--- src/rtl/regfile_wb_arbiter_if.sv ---
// ----------------------------------------------------------------------------
// regfile_wb_arbiter_if
// Bundles the write-back request ports, the issue port, the read-decode hazard
// lookup, the registered register-file write port and the busy scoreboard of
// regfile_wb_arbiter.
//   master : the pipeline side (drives requests, issue and read addresses)
//   slave  : the arbiter side (drives grants, hazards, write port, scoreboard)
// Optional macro WB_BYPASS_EN adds the forwarding signals fwd_a/fwd_b/fwd_data.
// ----------------------------------------------------------------------------
interface regfile_wb_arbiter_if #(
  parameter int SIZE = 64,
  parameter int ADDR = 5
);
  localparam int NUMB = 1 << ADDR;

  logic            req0_valid;
  logic [ADDR-1:0] req0_addr;
  logic [SIZE-1:0] req0_data;
  logic            req0_ready;
  logic            req1_valid;
  logic [ADDR-1:0] req1_addr;
  logic [SIZE-1:0] req1_data;
  logic            req1_ready;
  logic            iss_valid;
  logic [ADDR-1:0] iss_addr;
  logic            iss_ready;
  logic [ADDR-1:0] rd_addr_a;
  logic [ADDR-1:0] rd_addr_b;
  logic            hazard_a;
  logic            hazard_b;
  logic            Write_en;
  logic [ADDR-1:0] W_Addr;
  logic [SIZE-1:0] W_Data;
  logic [NUMB-1:0] busy_vec;
`ifdef WB_BYPASS_EN
  logic            fwd_a;
  logic            fwd_b;
  logic [SIZE-1:0] fwd_data;
`endif

  modport master (
`ifdef WB_BYPASS_EN
    input  fwd_a, input fwd_b, input fwd_data,
`endif
    output req0_valid, output req0_addr, output req0_data, input req0_ready,
    output req1_valid, output req1_addr, output req1_data, input req1_ready,
    output iss_valid, output iss_addr, input iss_ready,
    output rd_addr_a, output rd_addr_b, input hazard_a, input hazard_b,
    input  Write_en, input W_Addr, input W_Data, input busy_vec
  );

  modport slave (
`ifdef WB_BYPASS_EN
    output fwd_a, output fwd_b, output fwd_data,
`endif
    input  req0_valid, input req0_addr, input req0_data, output req0_ready,
    input  req1_valid, input req1_addr, input req1_data, output req1_ready,
    input  iss_valid, input iss_addr, output iss_ready,
    input  rd_addr_a, input rd_addr_b, output hazard_a, output hazard_b,
    output Write_en, output W_Addr, output W_Data, output busy_vec
  );
endinterface

--- src/rtl/regfile_wb_arbiter.sv ---
// ----------------------------------------------------------------------------
// regfile_wb_arbiter
// Two-requester round-robin write-back arbiter in front of a register file,
// with a pending-write scoreboard used for read-operand hazard detection.
// Ports:
//   Clk  : single clock, all state updates on its rising edge
//   rst  : asynchronous active-high reset
//   bus  : regfile_wb_arbiter_if.slave (requests/grants, issue port, hazard
//          lookup, registered write port, busy_vec scoreboard)
// Optional macro WB_BYPASS_EN: forwards the registered write port to the read
// decode stage (fwd_a/fwd_b/fwd_data) and suppresses the matching hazard.
// ----------------------------------------------------------------------------
module regfile_wb_arbiter #(
  parameter int SIZE = 64,
  parameter int ADDR = 5
) (
  input logic                  Clk,
  input logic                  rst,
  regfile_wb_arbiter_if.slave  bus
);
  localparam int NUMB = 1 << ADDR;
  localparam logic [ADDR-1:0] ZERO_ADDR = {ADDR{1'b0}};

  logic            rr_ptr_r;
  logic            we_r;
  logic [ADDR-1:0] wa_r;
  logic [SIZE-1:0] wd_r;
  logic [NUMB-1:0] busy_r;

  logic            gnt0_s;
  logic            gnt1_s;
  logic            contended_s;
  logic [ADDR-1:0] win_addr_s;
  logic [SIZE-1:0] win_data_s;
  logic            iss_ready_s;
  logic            iss_fire_s;
  logic [NUMB-1:0] busy_next_s;
  logic            fwd_a_s;
  logic            fwd_b_s;

  // Grant selection: a lone requester wins outright, rr_ptr breaks ties.
  always_comb begin
    gnt0_s      = 1'b0;
    gnt1_s      = 1'b0;
    contended_s = 1'b0;
    if (rst) begin
      gnt0_s = 1'b0;
    end else if (bus.req0_valid && bus.req1_valid) begin
      contended_s = 1'b1;
      if (rr_ptr_r) begin
        gnt1_s = 1'b1;
      end else begin
        gnt0_s = 1'b1;
      end
    end else begin
      gnt0_s = bus.req0_valid;
      gnt1_s = bus.req1_valid;
    end
  end

  // Winner payload mux.
  always_comb begin
    if (gnt1_s) begin
      win_addr_s = bus.req1_addr;
      win_data_s = bus.req1_data;
    end else begin
      win_addr_s = bus.req0_addr;
      win_data_s = bus.req0_data;
    end
  end

  // Issue acceptance: a busy register may be reissued in the cycle its pending
  // write retires, since the new producer takes over the busy bit.
  always_comb begin
    iss_ready_s = 1'b0;
    if (rst) begin
      iss_ready_s = 1'b0;
    end else if (bus.iss_addr == ZERO_ADDR) begin
      iss_ready_s = 1'b1;
    end else if (!busy_r[bus.iss_addr]) begin
      iss_ready_s = 1'b1;
    end else if (we_r && (wa_r == bus.iss_addr)) begin
      iss_ready_s = 1'b1;
    end else begin
      iss_ready_s = 1'b0;
    end
  end

  assign iss_fire_s = bus.iss_valid && iss_ready_s && (bus.iss_addr != ZERO_ADDR);

  // Scoreboard next state: clear retiring write first so a same-cycle set wins.
  always_comb begin
    busy_next_s = busy_r;
    if (we_r) begin
      busy_next_s[wa_r] = 1'b0;
    end else begin
      busy_next_s = busy_next_s;
    end
    if (iss_fire_s) begin
      busy_next_s[bus.iss_addr] = 1'b1;
    end else begin
      busy_next_s = busy_next_s;
    end
    busy_next_s[0] = 1'b0;
  end

  // Forwarding match against the registered write port.
  always_comb begin
`ifdef WB_BYPASS_EN
    fwd_a_s = we_r && (wa_r == bus.rd_addr_a) && (bus.rd_addr_a != ZERO_ADDR);
    fwd_b_s = we_r && (wa_r == bus.rd_addr_b) && (bus.rd_addr_b != ZERO_ADDR);
`else
    fwd_a_s = 1'b0;
    fwd_b_s = 1'b0;
`endif
  end

  // Round-robin pointer: hand priority to the loser after a contended grant.
  always_ff @(posedge Clk or posedge rst) begin
    if (rst) begin
      rr_ptr_r <= 1'b0;
    end else if (contended_s) begin
      rr_ptr_r <= ~rr_ptr_r;
    end
  end

  // Registered write port; address-0 transfers are consumed without a write.
  always_ff @(posedge Clk or posedge rst) begin
    if (rst) begin
      we_r <= 1'b0;
      wa_r <= {ADDR{1'b0}};
      wd_r <= {SIZE{1'b0}};
    end else begin
      we_r <= (gnt0_s || gnt1_s) && (win_addr_s != ZERO_ADDR);
      if (gnt0_s || gnt1_s) begin
        wa_r <= win_addr_s;
        wd_r <= win_data_s;
      end
    end
  end

  // Scoreboard register.
  always_ff @(posedge Clk or posedge rst) begin
    if (rst) begin
      busy_r <= {NUMB{1'b0}};
    end else begin
      busy_r <= busy_next_s;
    end
  end

  assign bus.req0_ready = gnt0_s;
  assign bus.req1_ready = gnt1_s;
  assign bus.iss_ready  = iss_ready_s;
  assign bus.hazard_a   = busy_r[bus.rd_addr_a] && (bus.rd_addr_a != ZERO_ADDR) && !fwd_a_s;
  assign bus.hazard_b   = busy_r[bus.rd_addr_b] && (bus.rd_addr_b != ZERO_ADDR) && !fwd_b_s;
  assign bus.Write_en   = we_r;
  assign bus.W_Addr     = wa_r;
  assign bus.W_Data     = wd_r;
  assign bus.busy_vec   = busy_r;
`ifdef WB_BYPASS_EN
  assign bus.fwd_a      = fwd_a_s;
  assign bus.fwd_b      = fwd_b_s;
  assign bus.fwd_data   = wd_r;
`endif
endmodule

--- src/flat_wrapper.sv ---
// flat-port wrapper written by rule: the top's interface ports become plain ports
module regfile_wb_arbiter_flat 
#(
  parameter int SIZE = 64,
  parameter int ADDR = 5
)
  (Clk, rst, bus_req0_valid, bus_req0_addr, bus_req0_data, bus_req0_ready, bus_req1_valid, bus_req1_addr, bus_req1_data, bus_req1_ready, bus_iss_valid, bus_iss_addr, bus_iss_ready, bus_rd_addr_a, bus_rd_addr_b, bus_hazard_a, bus_hazard_b, bus_Write_en, bus_W_Addr, bus_W_Data, bus_busy_vec);
  regfile_wb_arbiter_if #(.SIZE(SIZE), .ADDR(ADDR)) bus_i ();
  input logic Clk;
  input logic rst;
  input wire logic [$bits(bus_i.req0_valid)-1:0] bus_req0_valid;
  input wire logic [$bits(bus_i.req0_addr)-1:0] bus_req0_addr;
  input wire logic [$bits(bus_i.req0_data)-1:0] bus_req0_data;
  output wire logic [$bits(bus_i.req0_ready)-1:0] bus_req0_ready;
  input wire logic [$bits(bus_i.req1_valid)-1:0] bus_req1_valid;
  input wire logic [$bits(bus_i.req1_addr)-1:0] bus_req1_addr;
  input wire logic [$bits(bus_i.req1_data)-1:0] bus_req1_data;
  output wire logic [$bits(bus_i.req1_ready)-1:0] bus_req1_ready;
  input wire logic [$bits(bus_i.iss_valid)-1:0] bus_iss_valid;
  input wire logic [$bits(bus_i.iss_addr)-1:0] bus_iss_addr;
  output wire logic [$bits(bus_i.iss_ready)-1:0] bus_iss_ready;
  input wire logic [$bits(bus_i.rd_addr_a)-1:0] bus_rd_addr_a;
  input wire logic [$bits(bus_i.rd_addr_b)-1:0] bus_rd_addr_b;
  output wire logic [$bits(bus_i.hazard_a)-1:0] bus_hazard_a;
  output wire logic [$bits(bus_i.hazard_b)-1:0] bus_hazard_b;
  output wire logic [$bits(bus_i.Write_en)-1:0] bus_Write_en;
  output wire logic [$bits(bus_i.W_Addr)-1:0] bus_W_Addr;
  output wire logic [$bits(bus_i.W_Data)-1:0] bus_W_Data;
  output wire logic [$bits(bus_i.busy_vec)-1:0] bus_busy_vec;
  assign bus_i.req0_valid = bus_req0_valid;
  assign bus_i.req0_addr = bus_req0_addr;
  assign bus_i.req0_data = bus_req0_data;
  assign bus_req0_ready = bus_i.req0_ready;
  assign bus_i.req1_valid = bus_req1_valid;
  assign bus_i.req1_addr = bus_req1_addr;
  assign bus_i.req1_data = bus_req1_data;
  assign bus_req1_ready = bus_i.req1_ready;
  assign bus_i.iss_valid = bus_iss_valid;
  assign bus_i.iss_addr = bus_iss_addr;
  assign bus_iss_ready = bus_i.iss_ready;
  assign bus_i.rd_addr_a = bus_rd_addr_a;
  assign bus_i.rd_addr_b = bus_rd_addr_b;
  assign bus_hazard_a = bus_i.hazard_a;
  assign bus_hazard_b = bus_i.hazard_b;
  assign bus_Write_en = bus_i.Write_en;
  assign bus_W_Addr = bus_i.W_Addr;
  assign bus_W_Data = bus_i.W_Data;
  assign bus_busy_vec = bus_i.busy_vec;
  regfile_wb_arbiter #(.SIZE(SIZE), .ADDR(ADDR)) u_core (.Clk(Clk), .rst(rst), .bus(bus_i));
endmodule
--- config.mk ---
export PLATFORM = sky130hd
export DESIGN_NAME = regfile_wb_arbiter_flat
export DESIGN_NICKNAME = d
export VERILOG_FILES = /design/src/rtl/regfile_wb_arbiter_if.sv /design/src/rtl/regfile_wb_arbiter.sv /design/src/flat_wrapper.sv
export SDC_FILE = /design/constraint.sdc
export NUM_CORES = 1
export LEC_CHECK = 0
export CAP_MARGIN = 5
export CORE_MARGIN = 2
export CORE_UTILIZATION = 30
export CTS_CLUSTER_DIAMETER = 30
export DETAILED_ROUTE_END_ITERATION = 16
export SLEW_MARGIN = 20
export SYNTH_ARGS = -nofsm -noshare
export SYNTH_HDL_FRONTEND = slang
export SYNTH_SLANG_ARGS = --single-unit
--- constraint.sdc ---
create_clock -name Clk -period 12 [get_ports Clk]
set_clock_uncertainty 0.2 [all_clocks]
set_input_delay 2.4 -clock Clk [delete_from_list [all_inputs] [get_ports Clk]]
set_output_delay 2.4 -clock Clk [all_outputs]
set_load 0.01 [all_outputs]
Word-level counts from Yosys, hierarchy flattened --
Index checks and enable logic that the tools add are counted.
Cells by class: magnitude comparators 6, equality and inequality tests 1, multiplexer cells 26, bitwise operators 4, reductions and logical operators 15
Operators with widths (number):
- $mux W32 | 2
- $mux W64 | 1
- $and A32 B32 Y32 | 1
- $not A32 Y32 | 1
- $or A32 B32 Y32 | 1
- $lt A5 B6 Y1 const B | 4
- $reduce_bool A5 Y1 | 4
- $mux W1 | 17
- $bmux W1 S5 | 3
- $demux W1 S5 | 2
- $ge A5 B1 Y1 const B | 2
- $logic_and A1 B1 Y1 | 9
- $eq A5 B5 Y1 | 1
- $logic_not A5 Y1 | 1
- $mux W5 | 1
- $logic_or A1 B1 Y1 | 1
- $not A1 Y1 | 1
Word-level totals: bits in registers 102, output and inout bits 107, logic and storage cells 57

Longest topological paths before layout --
depth after elaboration 9, depth in mapped cells 8, mapped depth without buffers 5

Least setup slack after synthesis --
OpenSTA, ideal clock, no wires.
path kind in2out, start input port rst, end output port bus_req0_ready, arrival 5.584 ns, required time 9.400 ns, path slack 3.816 ns, cell stages on the path 4, path buffers 2, path through inv_1 and3_1 clkbuf_1 buf_1
On the way: longest elaborated chain between the ends 1
Ends and longest elaborated chain:
- start: declaration | line flat_wrapper.sv:10 | input logic rst;
- $mux W1 | line regfile_wb_arbiter.sv:46 | if (rst) begin
- end: declaration | line flat_wrapper.sv:14 | output wire logic [$bits(bus_i.req0_ready)-1:0] bus_req0_ready;
Every way passes these cells.

Worst setup path in the final report --
start input port bus_iss_addr[0], end output port bus_iss_ready
On the way: longest elaborated chain between the ends 6, elaborated cells between the ends (all ways) 9, classes of those cells eq/ne: 1; mux: 6; reduce/logical: 2
Ends and longest elaborated chain:
- start: declaration | line flat_wrapper.sv:20 | input wire logic [$bits(bus_i.iss_addr)-1:0] bus_iss_addr;
- parallel branches: the longest is 4 deep, another holds $bmux W1 S5
- $mux W1 (*) | line regfile_wb_arbiter.sv:78 | end else if (bus.iss_addr == ZERO_ADDR) begin
- $mux W1 (*) | line regfile_wb_arbiter.sv:76 | if (rst) begin
- end: declaration | line flat_wrapper.sv:21 | output wire logic [$bits(bus_i.iss_ready)-1:0] bus_iss_ready;
Every way passes the cells marked *. The select of a mux whose other input is x is not followed.

==> insert_results.sql <==
INSERT INTO impl_metrics (metric_group, metric, value, unit) VALUES
('worst_setup_path', 'crit_top_cell', 'sky130_fd_sc_hd__clkdlybuf4s50_1', ''),
('route', 'drt.antenna.violating_nets', '0', ''),
('power_and_ir_drop', 'finalPower', '1.47', 'mW'),
('logic_synthesis', 'netlist.area_leader.share', '48.5', '%'),
('placed_design', 'preCtsSetupSlack', '4.18', 'ns'),
('clocking', 'cts-root-to-sink-buffers', '2', ''),
('timing', 'final_period_utilization', '65.2', '%'),
('worst_setup_path', 'worstPathRequired', '9.40', 'ns'),
('route', 'dr.pass1.iters', '9', ''),
('worst_setup_path', 'reg2reg_from', 'u_core.bus.busy_vec[18]', ''),
('floorplan', 'die_area', '18600', 'um^2'),
('timing', 'maxSlewViolCount', '0', ''),
('logic_synthesis', 'synthTopCellsByArea', 'sky130_fd_sc_hd__dfrtp_1 (49%), sky130_fd_sc_hd__a222oi_1 (12%), sky130_fd_sc_hd__mux4_2 (8.6%)', ''),
('worst_setup_path', 'cp_top_family', 'buffers and inverters', ''),
('grt', 'initial_antenna_violation_count', '0', ''),
('layout', 'flow.area_growth_from_synthesis', '58.9', '%'),
('layout', 'antenna_cells_inserted', '0', ''),
('placed_design', 'detailed_place_hpwl', '15.1', 'mm'),
('route', 'route.detailed.wl_per_inst', '21.8', 'um'),
('worst_setup_path', 'worst-path-buf-inv', '2', ''),
('worst_setup_path', 'worstSetupEndpointType', 'primary output', ''),
('worst_setup_path', 'timing.reg2reg.setup_slack', '9.57', 'ns'),
('grt', 'grt_max_degree', '76', ''),
('layout', 'fin_nets', '870', ''),
('logic_synthesis', 'yosys.area.top_type', 'sky130_fd_sc_hd__dfrtp_1', ''),
('worst_setup_path', 'crit_type', 'in -> out', ''),
('logic_synthesis', 'post_synth_arst_share', '100', '%'),
('clocking', 'setup_fix_buffers_added_after_clock_tree_synthesis', '0', ''),
('logic_synthesis', 'netlist_instances', '473', ''),
('floorplan', 'chipWidth', '136', 'um'),
('flow_run', 'drv.max_cap_violation_count', '0', ''),
('clocking', 'clkTransAtPathRegs', '0.07', 'ns'),
('grt', 'globalRoute.totalOverflow', '0', ''),
('floorplan', 'rows', '48', ''),
('timing', 'setup_viol', '0', ''),
('grt', 'grt_usage', '22.3', '%'),
('route', 'drtIter0Drc', '493', ''),
('logic_synthesis', 'synth.cells.most_frequent', 'sky130_fd_sc_hd__dfrtp_1 (102), sky130_fd_sc_hd__inv_1 (67), sky130_fd_sc_hd__a222oi_1 (65)', ''),
('layout', 'post_route_cells_drive_above_1_share', '7.96', '%'),
('hold_path', 'holdCritStartpoint', 'u_core.bus.W_Data[31]', ''),
('logic_synthesis', 'synth_adder_area_share', '0', '%'),
('floorplan', 'initial_core_util', '30.5', '%'),
('worst_setup_path', 'timing.critical_path.cells', 'clkdlybuf4s50_1 > mux4_2 > and3b_1 > o31ai_4 > a31oi_2 > nor2_1 > clkdlybuf4s50_1', ''),
('timing', 'max-slew-margin-rel', '41.0', '%'),
('route', 'detailroute.via_count', '5225', ''),
('route', 'route.final.wire_length', '20.5', 'mm'),
('placed_design', 'io_buffers', '263', ''),
('clocking', 'clock-sinks', '102', ''),
('worst_setup_path', 'reg2reg_depth', '6', ''),
('worst_setup_path', 'slowest_stage', 'sky130_fd_sc_hd__clkdlybuf4s50_1', ''),
('timing', 'worstMarginPinSlew', '0.883', 'ns'),
('logic_synthesis', 'synth-warning-count', '0', ''),
('logic_synthesis', 'synthesized_area_fraction_occupied_by_ao_oa_aoi_and_oai_cells', '22.0', '%'),
('logic_synthesis', 'synth.lib_cells_used.distinct', '42', ''),
('route', 'viasPerCell', '5.55', ''),
('floorplan', 'fp.coreArea', '17200', 'um^2'),
('logic_synthesis', 'yosys_register_bits', '102', ''),
('placed_design', 'routability_congestion', '0.894', ''),
('logic_synthesis', 'synth_top_flop_cell', 'sky130_fd_sc_hd__dfrtp_1', ''),
('worst_setup_path', 'timing.critical_path.arrival', '5.22', 'ns'),
('clocking', 'ctsHoldBuffers', '0', ''),
('route', 'number_of_remaining_drc_errors', '0', ''),
('worst_setup_path', 'worst-path-stages', '7', ''),
('power_and_ir_drop', 'cellPowerDensity', '176', 'nW/um^2'),
('logic_synthesis', 'synth_top_family_by_area', 'compound AO/OA/AOI/OAI gates', ''),
('logic_synthesis', 'share_of_cell_area_taken_by_muxes_after_synthesis', '12.5', '%'),
('timing', 'finalHoldViolations', '0', ''),
('run_status', 'run_status', 'complete, no violations', ''),
('logic_synthesis', 'synth_xor_xnor_area_share', '1.00', '%'),
('clocking', 'clkLatencyLatePin', '0.35', 'ns'),
('grt', 'vias_in_the_first_global_route', '5421', '');
[stage by stage]
step                      instances  util (%)  area [um^2]  hold slack, ns
final                           941      48.5         8350           0.295
after global routing            941      48.5         8350           0.322
after CTS                       941      48.5         8350           0.295
after detailed placement        926      46.7         8040           0.276
after global placement          926      46.7         8040           0.270
after floorplan                 473         -         5260           0.259
[logic make-up (layout without fill, tap and decap cells)]
group | after synthesis | after routing
buffers and inverters | 107 | 350
DFF | 102 | 102
muxes | 40 | 40
other | 1 | 1
xor gates and xnor gates | 6 | 6
AOI/OAI and AO/OA | 145 | 145
and+or+nand+nor | 72 | 72
[worst paths after layout]
check / to
worst max-delay path: bus_iss_ready
worst min-delay path: u_core.bus.W_Data[31]
worst max register to register: u_core.bus.busy_vec[8]
worst min register to register: u_core.bus.W_Data[31]
max in group asynchronous: u_core.bus.W_Data[0]
min in group asynchronous: u_core.bus.W_Data[35]
[cell usage in the layout (no fill, tap or decap), types with 6 or more instances in the layout]
cell,netlist,final
sky130_fd_sc_hd__inv_1,67,66
sky130_fd_sc_hd__nand3b_1,9,9
sky130_fd_sc_hd__clkdlybuf4s50_1,0,263
sky130_fd_sc_hd__nand3_1,8,8
sky130_fd_sc_hd__o21ai_0,49,48
sky130_fd_sc_hd__dfrtp_1,102,102
sky130_fd_sc_hd__mux2_2,6,6
sky130_fd_sc_hd__nand2_1,23,23
sky130_fd_sc_hd__clkbuf_16,0,9
sky130_fd_sc_hd__a222oi_1,65,65
sky130_fd_sc_hd__mux4_2,20,20
sky130_fd_sc_hd__o31ai_1,19,19
sky130_fd_sc_hd__mux2i_1,14,14
sky130_fd_sc_hd__nor2_1,6,6
[flip-flops by register name, indices dropped and copies added (netlist names)]
| signal | cells |
|---|---|
| u_core.bus.W_Addr | 5 |
| u_core.rr_ptr_r | 1 |
| u_core.bus.busy_vec | 31 |
| u_core.bus.Write_en | 1 |
| u_core.bus.W_Data | 64 |
[routing by layer]
layer / vias to the layer above / share of wire, % / GRT usage [%]
li1: 2305 / - / -
met5: - / 0 / 0
met1: 2584 / 37 / 26.1
met2: 305 / 50 / 38.3
met4: 0 / 2.2 / 8.10
met3: 31 / 11 / 7.27
[worst reg2reg max path, stage by stage, from the launching register on]
cell,delay (ns)
sky130_fd_sc_hd__dfrtp_1,0.47
sky130_fd_sc_hd__mux4_2,0.47
sky130_fd_sc_hd__and3b_1,0.21
sky130_fd_sc_hd__o31ai_4,0.18
sky130_fd_sc_hd__a31oi_2,0.13
sky130_fd_sc_hd__buf_4,0.27
sky130_fd_sc_hd__o41ai_1,0.39
[area by class of cell]
type / count / area, um^2 / area share [%]
sequential: 102 / 2550 / 30.6
tap: 225 / 282 / 3.37
clock inverter: 5 / 82.6 / 0.988
multi-input combinational: 264 / 2280 / 27.3
timing repair buffer: 268 / 2670 / 32.0
clock buffer: 10 / 229 / 2.74
inverter: 67 / 254 / 3.04
[power by group]
part | switching [mW] | internal (mW) | total (mW)
Clock | 0.130 | 0.183 | 0.313
Combinational | 0.235 | 0.348 | 0.583
Sequential | 0.134 | 0.442 | 0.577
Total | 0.499 | 0.973 | 1.47
No activity file was read; power rests on OpenSTA's default activity.
